$ cat src/rtl/clock_enable_gen_pkg.sv
// Shared types and constants for the clock-enable generator: FSM state encoding,
// default accumulator width and the hold-counter width helper.
package clock_enable_gen_pkg;

    typedef enum logic [1:0] {
        WAIT_LOCK = 2'd0,
        HOLD      = 2'd1,
        RUN       = 2'd2
    } state_t;

    localparam int ACC_W_DEFAULT = 16;

    // The counter only has to reach LOCK_HOLD-1; never narrower than one bit.
    function automatic int hold_cnt_w(input int lock_hold);
        return (lock_hold > 1) ? $clog2(lock_hold) : 1;
    endfunction

endpackage

$ cat src/rtl/clk_phase_acc.sv
// One clock-enable channel: phase accumulator, carry-out strobe and a square
// wave taken from the registered accumulator MSB.
module clk_phase_acc
    import clock_enable_gen_pkg::*;
#(
    parameter int ACC_W = ACC_W_DEFAULT
) (
    input  logic             i_clk,
    input  logic             i_reset,
    input  logic             i_run,
    input  logic [ACC_W-1:0] i_inc,
    output logic             o_strobe,
    output logic             o_clk_out
);

    logic [ACC_W-1:0] r_acc;
    logic             r_strobe;
    logic             r_clk_out;
    logic [ACC_W:0]   w_sum;

    assign w_sum = {1'b0, r_acc} + {1'b0, i_inc};

    // Accumulate while running; the carry out of the top bit becomes the strobe.
    always_ff @(posedge i_clk) begin
        if (i_reset) begin
            r_acc     <= '0;
            r_strobe  <= 1'b0;
            r_clk_out <= 1'b0;
        end else if (!i_run) begin
            r_acc     <= '0;
            r_strobe  <= 1'b0;
            r_clk_out <= 1'b0;
        end else begin
            r_acc     <= w_sum[ACC_W-1:0];
            r_strobe  <= w_sum[ACC_W];
            r_clk_out <= r_acc[ACC_W-1];
        end
    end

    assign o_strobe  = r_strobe;
    assign o_clk_out = r_clk_out;

endmodule

$ cat src/rtl/clock_enable_gen.sv
// Lock-qualified reset sequencer plus NUM_CH independent phase-accumulator
// clock-enable channels, all in the PLL output clock domain.
module clock_enable_gen
    import clock_enable_gen_pkg::*;
#(
    parameter int NUM_CH    = 2,
    parameter int ACC_W     = ACC_W_DEFAULT,
    parameter int LOCK_HOLD = 1024
) (
    input  logic                    clock_in,
    input  logic                    reset,
    input  logic                    locked,
    input  logic [NUM_CH-1:0]       enable,
    input  logic [NUM_CH*ACC_W-1:0] inc,
    output logic                    rst_out,
    output logic                    ready,
    output logic [NUM_CH-1:0]       strobe,
    output logic [NUM_CH-1:0]       clk_out
);

    localparam int               CNT_W    = hold_cnt_w(LOCK_HOLD);
    localparam logic [CNT_W-1:0] CNT_LAST = CNT_W'(LOCK_HOLD - 1);

    logic             r_sync1;
    logic             r_lock_s;
    state_t           r_state;
    logic [CNT_W-1:0] r_cnt;
    logic             r_rst_out;
    logic             r_ready;
    logic             w_run;

    // Two-flop synchroniser for the asynchronous PLL lock flag.
    always_ff @(posedge clock_in) begin
        if (reset) begin
            r_sync1  <= 1'b0;
            r_lock_s <= 1'b0;
        end else begin
            r_sync1  <= locked;
            r_lock_s <= r_sync1;
        end
    end

    // Lock sequencer; rst_out/ready are registered alongside the state.
    always_ff @(posedge clock_in) begin
        if (reset) begin
            r_state   <= WAIT_LOCK;
            r_cnt     <= '0;
            r_rst_out <= 1'b1;
            r_ready   <= 1'b0;
        end else begin
            r_rst_out <= 1'b1;
            r_ready   <= 1'b0;
            case (r_state)
                WAIT_LOCK: begin
                    r_cnt <= '0;
                    if (r_lock_s) begin
                        r_state <= HOLD;
                    end else begin
                        r_state <= WAIT_LOCK;
                    end
                end
                HOLD: begin
                    if (!r_lock_s) begin
                        r_state <= WAIT_LOCK;
                        r_cnt   <= '0;
                    end else if (r_cnt == CNT_LAST) begin
                        r_state   <= RUN;
                        r_rst_out <= 1'b0;
                        r_ready   <= 1'b1;
                    end else begin
                        r_cnt <= r_cnt + CNT_W'(1'b1);
                    end
                end
                RUN: begin
                    if (!r_lock_s) begin
                        r_state <= WAIT_LOCK;
                        r_cnt   <= '0;
                    end else begin
                        r_rst_out <= 1'b0;
                        r_ready   <= 1'b1;
                    end
                end
                default: begin
                    r_state <= WAIT_LOCK;
                    r_cnt   <= '0;
                end
            endcase
        end
    end

    // Qualifying with lock_s lets channels clear on the same edge the FSM leaves RUN.
    assign w_run = (r_state == RUN) && r_lock_s;

    for (genvar g = 0; g < NUM_CH; g++) begin : g_ch
        clk_phase_acc #(
            .ACC_W(ACC_W)
        ) u_ch (
            .i_clk    (clock_in),
            .i_reset  (reset),
            .i_run    (w_run && enable[g]),
            .i_inc    (inc[g*ACC_W +: ACC_W]),
            .o_strobe (strobe[g]),
            .o_clk_out(clk_out[g])
        );
    end

    assign rst_out = r_rst_out;
    assign ready   = r_ready;

endmodule
$ cat config.mk
export PLATFORM = sky130hd
export DESIGN_NAME = clock_enable_gen
export DESIGN_NICKNAME = d
export VERILOG_FILES = /design/src/rtl/clock_enable_gen_pkg.sv /design/src/rtl/clk_phase_acc.sv /design/src/rtl/clock_enable_gen.sv
export SDC_FILE = /design/constraint.sdc
export NUM_CORES = 1
export LEC_CHECK = 0
export BUFFER_PORTS_ARGS = -buffer_cell sky130_fd_sc_hd__buf_2
export CELL_PAD_IN_SITES_DETAIL_PLACEMENT = 0
export CELL_PAD_IN_SITES_GLOBAL_PLACEMENT = 1
export CORE_MARGIN = 5
export CORE_UTILIZATION = 40
export DETAILED_ROUTE_END_ITERATION = 10
export HOLD_SLACK_MARGIN = 0.05
export PLACE_DENSITY = 0.7
export SLEW_MARGIN = 20
export SYNTH_ARGS = -nofsm -noshare
export SYNTH_HDL_FRONTEND = slang
export SYNTH_SLANG_ARGS = --single-unit
$ cat constraint.sdc
create_clock -name clock_in -period 5.79 [get_ports clock_in]
set_input_delay 0.2895 -clock clock_in [delete_from_list [all_inputs] [get_ports clock_in]]
set_output_delay 0.2895 -clock clock_in [all_outputs]
set_load 0.005 [all_outputs]
==> run summary <==
The tools report the worst flop-to-flop path endpoint as g_ch[0].u_ch.r_acc[14]$_SDFF_PP0_. The run gives 6.946 mm as the routed wire length. After clock tree synthesis, the setup repair step added 0 buffers. Floorplan die width: 99.38 µm.

The number of stages on the worst hold path works out to 2. Dividing the detail-routed via count by the number of cells gives 5.391. Clock skew on the completed layout was measured at 0.009760 ns. In this run, distinct cell masters in the synthesized netlist total 45.

The type of the tightest min-delay check was input pin to flip-flop. Sorting the synthesized cells by how often they occur yields 52 x dfxtp_1, 40 x nor2_1, 36 x a21oi_1, 36 x ha_1, 22 x nand2_1. For this design the ratio of total power to cell area is 177.1 nW/µm². The static power due to leakage is 1.593 nW, and the sum of overflow across all layers after global routing is 0. The detail route stage leaves a number of antenna-violating nets equal to 0.

The die covers 9876 µm². TritonCTS built the clock tree. The tools report the final worst hold slack as 0.2144 ns. The tools report the global-route wire length before repair as 11.84 mm. The tree is rooted in a clkbuf_8.

The pre-antenna-repair detailed-routing pass consisted of 4 iterations. The logs give 374 for the number of instances in the synthesized netlist and 0 for the Yosys warning count. Post-CTS repair changed the size of 0 cells. Number of buffers added to fix hold violations after cts: 0.

The sequential fraction of the synthesis area was 32.58%. The clock network latency to the later pin of the worst-skew pair is 0.30 ns. After synthesis, the cell types taking the most area are dfxtp_1 33%, ha_1 14%, a21oi_1 5.6%. No sink is reached through more buffers than the 2 on the longest clock path.

The number of buffers inserted by port buffering is 42. In this run the vertical extent of the chip is 99.38 µm. In this run, synthesis inferred 0 flip-flops with an integrated enable. The tools report the destination of the worst hold path as r_sync1$_SDFF_PP0_. Clock-pin slew on the worst setup and hold paths: 0.09 ns.

Timing would allow up to 408.2 MHz. In this run the critical register-to-register path is launched from r_state[0]$_SDFFE_PP0P_. Headroom to the max-slew limit came out at 59.20%. The worst-case reg-to-reg path depth is 7, and the setup slack on the worst flop-to-flop path is 3.34 ns. For the final routed database, the setup TNS stands at 0 ns. Starting utilization of the core area: 41.14%. The maximum fanout count along the critical path came out at 14. The floorplan has 32 rows. For the pin with the worst max-slew slack, the measured transition is 0.6074 ns. The top flip-flop cell by instance count after synthesis is dfxtp_1. The layout has 794 filler cells.

The startpoint identified for the worst hold timing path is locked. At the worst endpoint, the required time is 6.03 ns. The total via count in the routed design was 2782.

After synthesis the cells add up to 3196 µm². Subtracting the final worst setup slack from the clock period gives 2.450 ns. Final net count: 488. IR analysis of the VDD net gives a maximum drop of 98.35 µV. After detailed routing, the average wire length per cell comes to 13.46 µm. Entering global routing, the biggest net connects 17 pins. After detailed placement, the design holds a cell count of 508. The arrival time at the worst endpoint was 2.68 ns; the portion of the clock cycle consumed by the worst path in the final layout was 42.31%. Setup violations remaining at the end of the flow were counted as 0.

The run gives 2660 as the via count of the first global-routing pass. The tree built by TritonCTS fans out to 52 sinks. CTS built an H-tree with a depth of 2.

Area share of the leading cell type in the synthesized netlist: 32.58%. In the post-synthesis netlist, the cell with the most instances is dfxtp_1. The final standard cell count with taps included and fillers excluded is 516, and the signed area change from the synthesized netlist to the final layout is 11.47%.

The tools report the area of the multi-input gates as 2071 µm². Category of the worst setup path launch point: a flip-flop. The count of pins over their slew limit came out at 0. Max-cap violations in this run came to 0. The hold violation total from the final report is 0. The flip-flop and latch count after synthesis is 52, and the post-synthesis average cell area is 8.544 µm².

The number of nets in the synthesized netlist is 449. Setup repair after global routing left no endpoint under its margin. The dominant cell type by area after synthesis was dfxtp_1.

After the first detailed-routing iteration, the DRC count stood at 54. The register cell area after layout came out at 1041 µm². The tools report the nature of the critical path endpoint as a flip-flop.

The fraction of layout cells with a size suffix above 1 was 12.32%. The half-perimeter wire length after placement is 5.358 mm. At the end of routability-driven placement, the weighted congestion stood at 0.7890.

The remaining design rule violation count is 0. Global routing consumed, over all layers together, 14.31% of the routing resources. For this run, asynchronously set or reset flops after synthesis account for 0%. The diode insertion count for antenna repair is 0, and the number of antenna violations at the first check in global routing is 0. During I/O placement, the number of pins put on the boundary was 43. TritonCTS created 5 clock buffers.

The startpoint-to-endpoint class of the critical path was flip-flop to flip-flop. The flow ran to the end, and the final reports show no timing, DRC or antenna violations. The run gives 7767 µm² as the area of the core region.
[stage by stage]
step                power (mW)  setup slack, ns  area [µm²]  utilization (%)
global placement        0.4231            3.403        3472            44.70
CTS                     0.6434            3.302        3562            45.86
detailed placement      0.4228            3.331        3472            44.70
floorplan               0.4009            3.712        3196                -
global route            0.6606            3.020        3562            45.86
finish                  0.6308            3.340        3562            45.86
[cell families (layout without fill, tap and decap cells)]
logic type                 Yosys count  in the layout  share of synthesized area, %
AOI/OAI and AO/OA                  120            120                         24.28
DFF                                 52             52                         32.58
xor gates and xnor gates            19             19                         5.208
adders and majority gates           38             38                         15.35
buffers and inverters               16             56                         2.623
and+or+nand+nor                    129            129                         19.97
[cell type report]
type	count	share of cell area, %
repair buffers	42	5.901
clock buffers	8	2.529
inverters	6	0.6322
flip-flops and latches	52	29.22
well taps	102	3.583
multi-input cells	306	58.13
[worst max path at each step]
stage                             from  slack, ns  cells after the start                                end
2_1_floorplan                   inc[0]       3.71                      8   g_ch[0].u_ch.o_strobe$_SDFF_PP0_
3_3_place_gp   r_state[0]$_SDFFE_PP0P_       3.40                      7  g_ch[1].u_ch.r_acc[13]$_SDFF_PP0_
3_5_place_dp   r_state[0]$_SDFFE_PP0P_       3.33                      7  g_ch[0].u_ch.r_acc[14]$_SDFF_PP0_
4_1_cts        r_state[0]$_SDFFE_PP0P_       3.30                      7  g_ch[0].u_ch.r_acc[14]$_SDFF_PP0_
5_1_grt        r_state[0]$_SDFFE_PP0P_       3.02                      7  g_ch[0].u_ch.r_acc[14]$_SDFF_PP0_
6_report       r_state[0]$_SDFFE_PP0P_       3.34                      7  g_ch[0].u_ch.r_acc[14]$_SDFF_PP0_
[worst max-delay path: stages (launching register included)]
cell and delay [ns]:
dfxtp_1 0.33, inv_1 0.10, ha_1 0.32, nand2_1 0.24, nor2_1 0.43, nand2_1 0.45, a2111o_1 0.46, o21ai_0 0.07
[where the power goes]
| group | internal (mW) | total (mW) | switching [mW] |
|---|---|---|---|
| Combinational | 0.0256 | 0.0555 | 0.0299 |
| Clock | 0.0979 | 0.216 | 0.118 |
| Sequential | 0.358 | 0.359 | 0.000677 |
| Total | 0.482 | 0.631 | 0.149 |
[per-layer routing]
metal	up-vias	part of all wire [%]	GRT usage [%]
met2	44	45	23.40
met3	2	3.8	3.015
met5	-	0	0
met1	1285	51	19.55
met4	0	0.36	2.836
li1	1451	-	-
[cells in the final DEF (no fill, tap or decap), drive strengths merged, types with 8 or more instances in the layout]
master and count:
xor2 11, xnor2 8, a21oi 37, o21ai 22, buf 42, dfxtp 52
and3 10, clkbuf 8, o21a 8, nor3 10, nand3 14, nand2 22
nor2 40, ha 36, a21o 10
[registers in the layout (all words and copies together), names as in the netlist]
| signal | cells |
|---|---|
| r_state | 2 |
| rst_out | 1 |
| r_cnt | 10 |
| g_ch.u_ch.o_clk_out | 2 |
| g_ch.u_ch.o_strobe | 2 |
| r_lock_s | 1 |
| g_ch.u_ch.r_acc | 32 |
| ready | 1 |
| r_sync1 | 1 |
No activity file was read; power rests on OpenSTA's default activity.
